--- src/rtl/aes_tx_arb.sv ---
// aes_tx_arb: two-channel arbiter feeding one 128-bit block into a byte serializer.
// Grants one source FIFO at a time (round-robin or fixed ch0 priority), stages
// the block, pops the source with a one-cycle pulse and waits for the serializer ack.
module aes_tx_arb (
    input  logic         clk,
    input  logic         rst,
    input  logic         en,
    input  logic         prio_mode,
    input  logic [127:0] ch0_data,
    input  logic [127:0] ch1_data,
    input  logic         ch0_empty,
    input  logic         ch1_empty,
    output logic         ch0_require,
    output logic         ch1_require,
    output logic [127:0] ser_data,
    output logic         ser_empty,
    input  logic         ser_require,
    output logic         last_ch,
    output logic [15:0]  blk_cnt
);

    typedef enum logic [1:0] {
        IDLE = 2'd0,
        POP  = 2'd1,
        HOLD = 2'd2
    } state_t;

    state_t       state;
    logic [127:0] stage;
    logic         stage_valid;
    logic         rr_ptr;
    logic         req0_q;
    logic         req1_q;
    logic         grant_any;
    logic         grant_ch;

    // Pick the winning channel from the current empty flags and arbitration mode
    always_comb begin
        grant_any = ~ch0_empty | ~ch1_empty;
        if (!ch0_empty && !ch1_empty) begin
            grant_ch = prio_mode ? 1'b0 : rr_ptr;
        end else begin
            grant_ch = ch0_empty;
        end
    end

    // Arbitration FSM: grant in IDLE, pop pulse in POP, wait for serializer ack in HOLD
    always_ff @(posedge clk or posedge rst) begin
        if (rst) begin
            state       <= IDLE;
            stage       <= '0;
            stage_valid <= 1'b0;
            req0_q      <= 1'b0;
            req1_q      <= 1'b0;
            rr_ptr      <= 1'b0;
            last_ch     <= 1'b0;
            blk_cnt     <= '0;
        end else if (en) begin
            case (state)
                IDLE: begin
                    if (grant_any) begin
                        stage       <= grant_ch ? ch1_data : ch0_data;
                        stage_valid <= 1'b1;
                        req0_q      <= ~grant_ch;
                        req1_q      <= grant_ch;
                        last_ch     <= grant_ch;
                        rr_ptr      <= ~grant_ch;
                        state       <= POP;
                    end
                end
                POP: begin
                    req0_q <= 1'b0;
                    req1_q <= 1'b0;
                    state  <= HOLD;
                end
                HOLD: begin
                    if (ser_require) begin
                        stage_valid <= 1'b0;
                        blk_cnt     <= blk_cnt + 16'd1;
                        state       <= IDLE;
                    end
                end
                default: state <= IDLE;
            endcase
        end
    end

    // The pop pulse register is held through an en=0 freeze so the pulse
    // reappears once en returns; gating with en hides it while frozen.
    assign ch0_require = req0_q & en;
    assign ch1_require = req1_q & en;
    assign ser_data    = stage;
    assign ser_empty   = ~stage_valid;

endmodule

--- config.mk ---
export PLATFORM = sky130hd
export DESIGN_NAME = aes_tx_arb
export DESIGN_NICKNAME = d
export VERILOG_FILES = /design/src/rtl/aes_tx_arb.sv
export SDC_FILE = /design/constraint.sdc
export NUM_CORES = 1
export LEC_CHECK = 0
export ABC_AREA = 1
export BUFFER_PORTS_ARGS = -buffer_cell sky130_fd_sc_hd__buf_2
export CAP_MARGIN = 20
export CORE_AREA = 2 2 158 160
export DETAILED_ROUTE_END_ITERATION = 7
export DIE_AREA = 0 0 160 162
export GPL_ROUTABILITY_DRIVEN = 1
export HOLD_SLACK_MARGIN = 0.06
export SETUP_SLACK_MARGIN = 0.02
export SYNTH_ARGS = -nofsm -noshare
export SYNTH_HDL_FRONTEND = slang
export SYNTH_SLANG_ARGS = --single-unit
--- constraint.sdc ---
create_clock -name clk -period 6.3 [get_ports clk]
set_input_delay 0.945 -clock clk [delete_from_list [all_inputs] [get_ports clk]]
set_output_delay 0.945 -clock clk [all_outputs]
set_load 0.01 [all_outputs]
==> results by group, run 1 <==
Run status
  • Status: complete, no violations

Synthesis
  • Synth top area share: 0.561
  • Main synth FF type: dfrtp_1
  • Synth cell count leaders: nand2_1, dfrtp_1, nand3_1, buf_4, inv_1
  • EDFF count, synth: 0
  • Synthesis-stage register bit count: 151
  • Synth cell types: 23
  • Post-Syn Area: 6740 um^2
  • Area leader, netlist: dfrtp_1
  • Synthesized area per cell: 8.04 um^2
  • Most common cell in the synthesized netlist: nand2_1
  • Net Count, Synth: 1102
  • Synth async-reset ratio: 1.00
  • Seq/Total Area, Yosys: 0.561
  • Synth top area cells: dfrtp_1, nand2_1, nand3_1, buf_4, inv_1
  • YS warnings: 0
  • Gate Count Post-Synth: 838

CTS
  • Sink Count: 151
  • CTS buffer count: 17
  • # Post-CTS Setup Buffers: 0
  • Clk Latency, worst-skew pair: 0.42 ns
  • Clk pin slew, worst setup/hold paths: 0.07 ns
  • H-tree depth: 4
  • Clk root buf: clkbuf_16
  • CTS Hold Bufs: 0
  • Max Buffers Root-to-Sink: 2
  • Post-CTS sizing: 0
  • CTS tree: done

Floorplan
  • I/O pins: 411
  • Die width: 160 um
  • Die outline height: 162 um
  • Die area: 25900 um^2
  • Core Region: 24100 um^2
  • Site Rows: 57
  • Initial Util: 0.280

Power
  • Worst VDD drop: 0.000174 V
  • Leakage: 5.28 nW
  • Pwr Density: 423 nW/um^2

Min path
  • Worst Hold Class: reg2reg

Setup path
  • CP endpoint kind: flip-flop
  • Data required time of the worst path: 6.66 ns
  • CP Data Arrival Time: 3.39 ns
  • CP Launch Type: input port
  • Setup Crit Path Kind: in2reg
  • Worst Path Max Fanout: 94

Place
  • GP Congestion: 0.836
  • Post-Place Cells: 1535
  • PortBufs: 410
  • Post-DP Area: 9000 um^2
  • DP HPWL: 15800 um

GRT
  • Tot GR Track Use: 0.168
  • Largest net degree at the start of global routing: 95
  • Overflow after GRT: 0
  • Via count of the first global-routing pass: 6776
  • First-pass GRT wire length: 34400 um
  • Initial antenna violation count: 0

STA
  • Min Tclk post-route: 3.03 ns
  • Final hold violation count: 0
  • Final Setup Violations: 0
  • Max-slew violations: 0
  • Fin crit share: 0.481
  • Clk_skew: 0.0101 ns
  • Achievable frequency: 330 MHz
  • RSZ-0062 raised after global routing: no
  • Relative slew margins: 0.317
  • Least-Margin Pin Slew: 1.02 ns
  • Setup tns final: 0 ns

Route
  • Initial drt markers: 418
  • ANT nets after route: 0
  • Via count: 6889
  • Routed wire length: 21900 um
  • # DRC: 0
  • Pre-antenna DRT Iters: 4
  • Drt via density: 4.40
  • Routed wire per std cell: 14.0 um

Layout
  • Number of diodes: 0
  • Share of post-route cells with drive strength above 1: 0.365
  • Finished Cell Area: 9550 um^2
  • Finished Layout Cells: 1567
  • P&R area growth vs syn: 41.8%
  • Nets: 1494

Job
  • Total of max-cap violations: 0
where the power goes:
| group | total [W] | switching, W | internal [W] |
|---|---|---|---|
| clock | 0.000955 | 0.000440 | 0.000515 |
| sequential | 0.00165 | 0.000242 | 0.00141 |
| combinational | 0.00143 | 0.000817 | 0.000611 |
| total | 0.00404 | 0.00150 | 0.00254 |
cell type report:
type | instances | area [um^2]
Timing Repair Buffer | 416 | 2110
Clock buffer | 18 | 429
Multi-Input combinational cell | 619 | 2610
Tap cell | 324 | 405
Inverter | 25 | 101
Sequential cell | 151 | 3780
Fill cell | 2552 | 14600
Clock inverter | 14 | 118
metrics by stage:
stage / worst slack, ns / total power [W] / utilization / hold slack [ns]
final: 3.27 / 0.00404 / 0.396 / 0.489
after global routing: 2.88 / 0.00433 / 0.396 / 0.512
after CTS: 3.11 / 0.00410 / 0.396 / 0.495
after detailed placement: 2.66 / 0.00311 / 0.374 / 0.476
after global placement: 2.68 / 0.00310 / 0.374 / 0.464
after floorplan: 1.29 / 0.00241 / - / 0.449
metal layers:
| metal | global-route usage | wire, um | vias up | share of wire |
|---|---|---|---|---|
| met4 | 0.0508 | 411 | 0 | 0.019 |
| met2 | 0.293 | 10700 | 278 | 0.49 |
| met5 | 0 | 0 | - | 0 |
| li1 | - | - | 3421 | - |
| met3 | 0.0475 | 1570 | 26 | 0.072 |
| met1 | 0.202 | 9140 | 3164 | 0.42 |
critical path, cell delays in order:
cell,delay (ns)
buf_2,0.10
nand2_1,0.15
nand3_4,0.54
inv_2,0.16
nand2_1,0.12
inv_4,0.68
buf_4,0.48
nand2_1,0.11
nand3_1,0.09
worst paths after layout:
path | start | end | slack (ns) | cells after the start
worst min-delay path | ser_data[31] | ser_data[31] | 0.49 | 2
worst max register to register | state[1] | ser_data[6] | 3.41 | 8
worst min register to register | ser_data[31] | ser_data[31] | 0.49 | 2
worst max-delay path | ch1_empty | ser_data[6] | 3.27 | 9
min in group asynchronous | rst | ser_data[86] | 0.52 | 2
max in group asynchronous | rst | ser_data[25] | 4.62 | 3
layout by cell type, fill, tap and decap left out, types with 3 or more instances in the layout:
cell / count
nand3_1: 136
clkinvlp_4: 4
clkbuf_16: 17
inv_6: 4
xor2_1: 5
buf_2: 410
xnor2_1: 4
a21oi_1: 3
buf_4: 5
o21ai_0: 7
inv_8: 3
inv_1: 22
nand2_1: 436
nor2_1: 16
dfrtp_1: 151
flip-flops by register name, indices dropped and copies added (netlist names):
register and cells:
ser_data 128, blk_cnt 16, state 2, last_ch 1, req0_q 1, req1_q 1, rr_ptr 1, stage_valid 1
logic make-up after synthesis:
family,after synthesis,share of synthesized area
simple gates,598,0.363
flops,151,0.561
buf+inv,68,0.0537
compound gates,11,0.00854
xor+xnor,9,0.0117
fa+ha+maj,1,0.00186
Note: power is estimated with default switching activity, not from simulation.
==> inputs of run 2 (changes only) <==
- clock period: 6.3 -> 2.9 ns (I/O delays scaled with it)
==> results by group, run 2 (synthesized netlist as in run 1, its figures left out) <==
Floorplan
  • Die outline height: 162 um (unchanged)
  • Die area: 25900 um^2 (unchanged)
  • Die width: 160 um (unchanged)
  • Initial Util: 0.280 (unchanged)
  • Site Rows: 57 (unchanged)
  • Core Region: 24100 um^2 (unchanged)
  • I/O pins: 411 (unchanged)

Layout
  • P&R area growth vs syn: 44.2%
  • Max FFs per register: 128 (unchanged)
  • Number of diodes: 0 (unchanged)
  • Fin util: 0.403 (+0.00685)
  • Most frequent cells in the layout: nand2_1, buf_2, dfrtp_1
  • Share of post-route cells with drive strength above 1: 0.370 (+0.00456)
  • Commonest non-fill, non-tap cell in the layout: nand2_1
  • Nets: 1503 (+0.60%)
  • # fillers: 2536 (-0.63%)

Route
  • # DRC: 0 (unchanged)
  • Drt via density: 4.44 (+1.0%)
  • Routed wire per std cell: 14.2 um (+1.6%)
  • Pre-antenna DRT Iters: 4 (unchanged)
  • ANT nets after route: 0 (unchanged)
  • Via count: 6998 (+1.6%)
  • Routed wire length: 22300 um (+2.2%)
  • Initial drt markers: 469 (+12%)

Place
  • DP HPWL: 16400 um (+4.0%)
  • PortBufs: 410 (unchanged)
  • GP Congestion: 0.839 (+0.36%)

GRT
  • Largest net degree at the start of global routing: 83 (-13%)
  • Tot GR Track Use: 0.172 (+0.00429)
  • Via count of the first global-routing pass: 6888 (+1.7%)
  • Overflow after GRT: 0 (unchanged)
  • First-pass GRT wire length: 35600 um (+3.5%)
  • Initial antenna violation count: 0 (unchanged)

STA
  • Least-Margin Pin Slew: 0.950 ns (-0.0735 ns)
  • Setup tns final: 0 ns (unchanged)
  • Max-slew violations: 0 (unchanged)
  • Final hold violation count: 0 (unchanged)
  • Achievable frequency: 543 MHz
  • Min Tclk post-route: 1.84 ns
  • Relative slew margins: 0.366 (+0.0490)
  • Clk_skew: 0.0144 ns (+0.00432 ns)
  • RSZ-0062 raised after global routing: no
  • Fin crit share: 0.635
  • Final Setup Violations: 0 (unchanged)

Run status
  • Status: complete, no violations

Power
  • Pwr Density: 922 nW/um^2 (+120%)
  • Worst VDD drop: 0.000358 V (+110%)
  • Leakage: 5.37 nW (+1.8%)

CTS
  • Post-CTS sizing: 0 (unchanged)
  • Sink Count: 151 (unchanged)
  • Clk root buf: clkbuf_16
  • # Post-CTS Setup Buffers: 0 (unchanged)
  • Clk pin slew, worst setup/hold paths: 0.08 ns (about the same)
  • Max Buffers Root-to-Sink: 2 (unchanged)
  • CTS buffer count: 17 (unchanged)
  • CTS Hold Bufs: 1 (+1)
  • Clk Latency, worst-skew pair: 0.43 ns (about the same)
  • H-tree depth: 4 (unchanged)
  • CTS tree: done

Min path
  • Worst Hold Class: in2reg

Setup path
  • Setup Crit Path Kind: reg2reg
  • Top delay family on crit path: simple AND/OR/NAND/NOR gates
  • CP Launch Type: flip-flop
  • Worst path bufs/invs: 1 (-3)
  • Largest stage delay on the critical path: 0.52 ns (-0.16 ns)
  • Data required time of the worst path: 3.24 ns (-3.42 ns)
  • Worst path cell trace: nor2_1 > nand3_4 > nor2_4 > buf_12 > nand2_1 > nand3_1
  • Worst Path Max Fanout: 40 (-57%)
  • CP Data Arrival Time: 2.19 ns (-1.20 ns)
  • Critical path's slowest cell: nor2_4
  • CP endpoint kind: flip-flop

Job
  • Total of max-cap violations: 0 (unchanged)
==> run 2: path summary, 6_finish.rpt <==
check / slack (ns) / start / endpoint / cells past startpoint
min in group asynchronous: 0.60 / rst / ser_data[35] / 3
max reg2reg: 1.06 / state[1] / ser_data[54] / 6
max: 1.06 / state[1] / ser_data[54] / 6
min: 0.21 / ch1_data[21] / ser_data[21] / 3
min reg2reg: 0.49 / ser_data[74] / ser_data[74] / 2
max in group asynchronous: 1.55 / rst / ser_data[96] / 4
==> run 2: power breakdown <==
part           internal [W]  switching (W)
Clock               0.00123        0.00100
Combinational       0.00135        0.00177
Sequential          0.00306       0.000540
==> run 2: cell type report <==
cell class / count / area (um^2) / area share
timing repair buffer: 425 / 2240 / 0.231
sequential: 151 / 3780 / 0.389
clock inverter: 15 / 155 / 0.0160
inverter: 25 / 100 / 0.0103
clock buffer: 17 / 425 / 0.0438
multi-input combinational: 619 / 2610 / 0.269
tap: 324 / 405 / 0.0417
==> run 2: per-stage QoR <==
step                      std cells  cell area (um^2)  setup slack, ns  total power (W)  hold slack (ns)
final                          1576              9720             1.06          0.00896            0.208
after floorplan                 838              6740            0.562          0.00523            0.449
after global placement         1543              9130            0.985          0.00676            0.473
after detailed placement       1543              9130            0.964          0.00680            0.476
after global routing           1576              9720            0.889          0.00959            0.196
after CTS                      1576              9720             1.01          0.00909            0.184
==> run 2: routing by layer <==
| metal | wire (um) | vias to the layer above | GRT usage |
|---|---|---|---|
| met5 | 0 | - | 0 |
| met4 | 353 | 0 | 0.0471 |
| met3 | 1580 | 26 | 0.0495 |
| met2 | 10900 | 295 | 0.300 |
| met1 | 9500 | 3234 | 0.209 |
| li1 | - | 3443 | - |
==> run 2: worst min-delay path: stages <==
cell and delay (ns):
buf_2 0.07, nand2_1 0.04, nand3_1 0.05
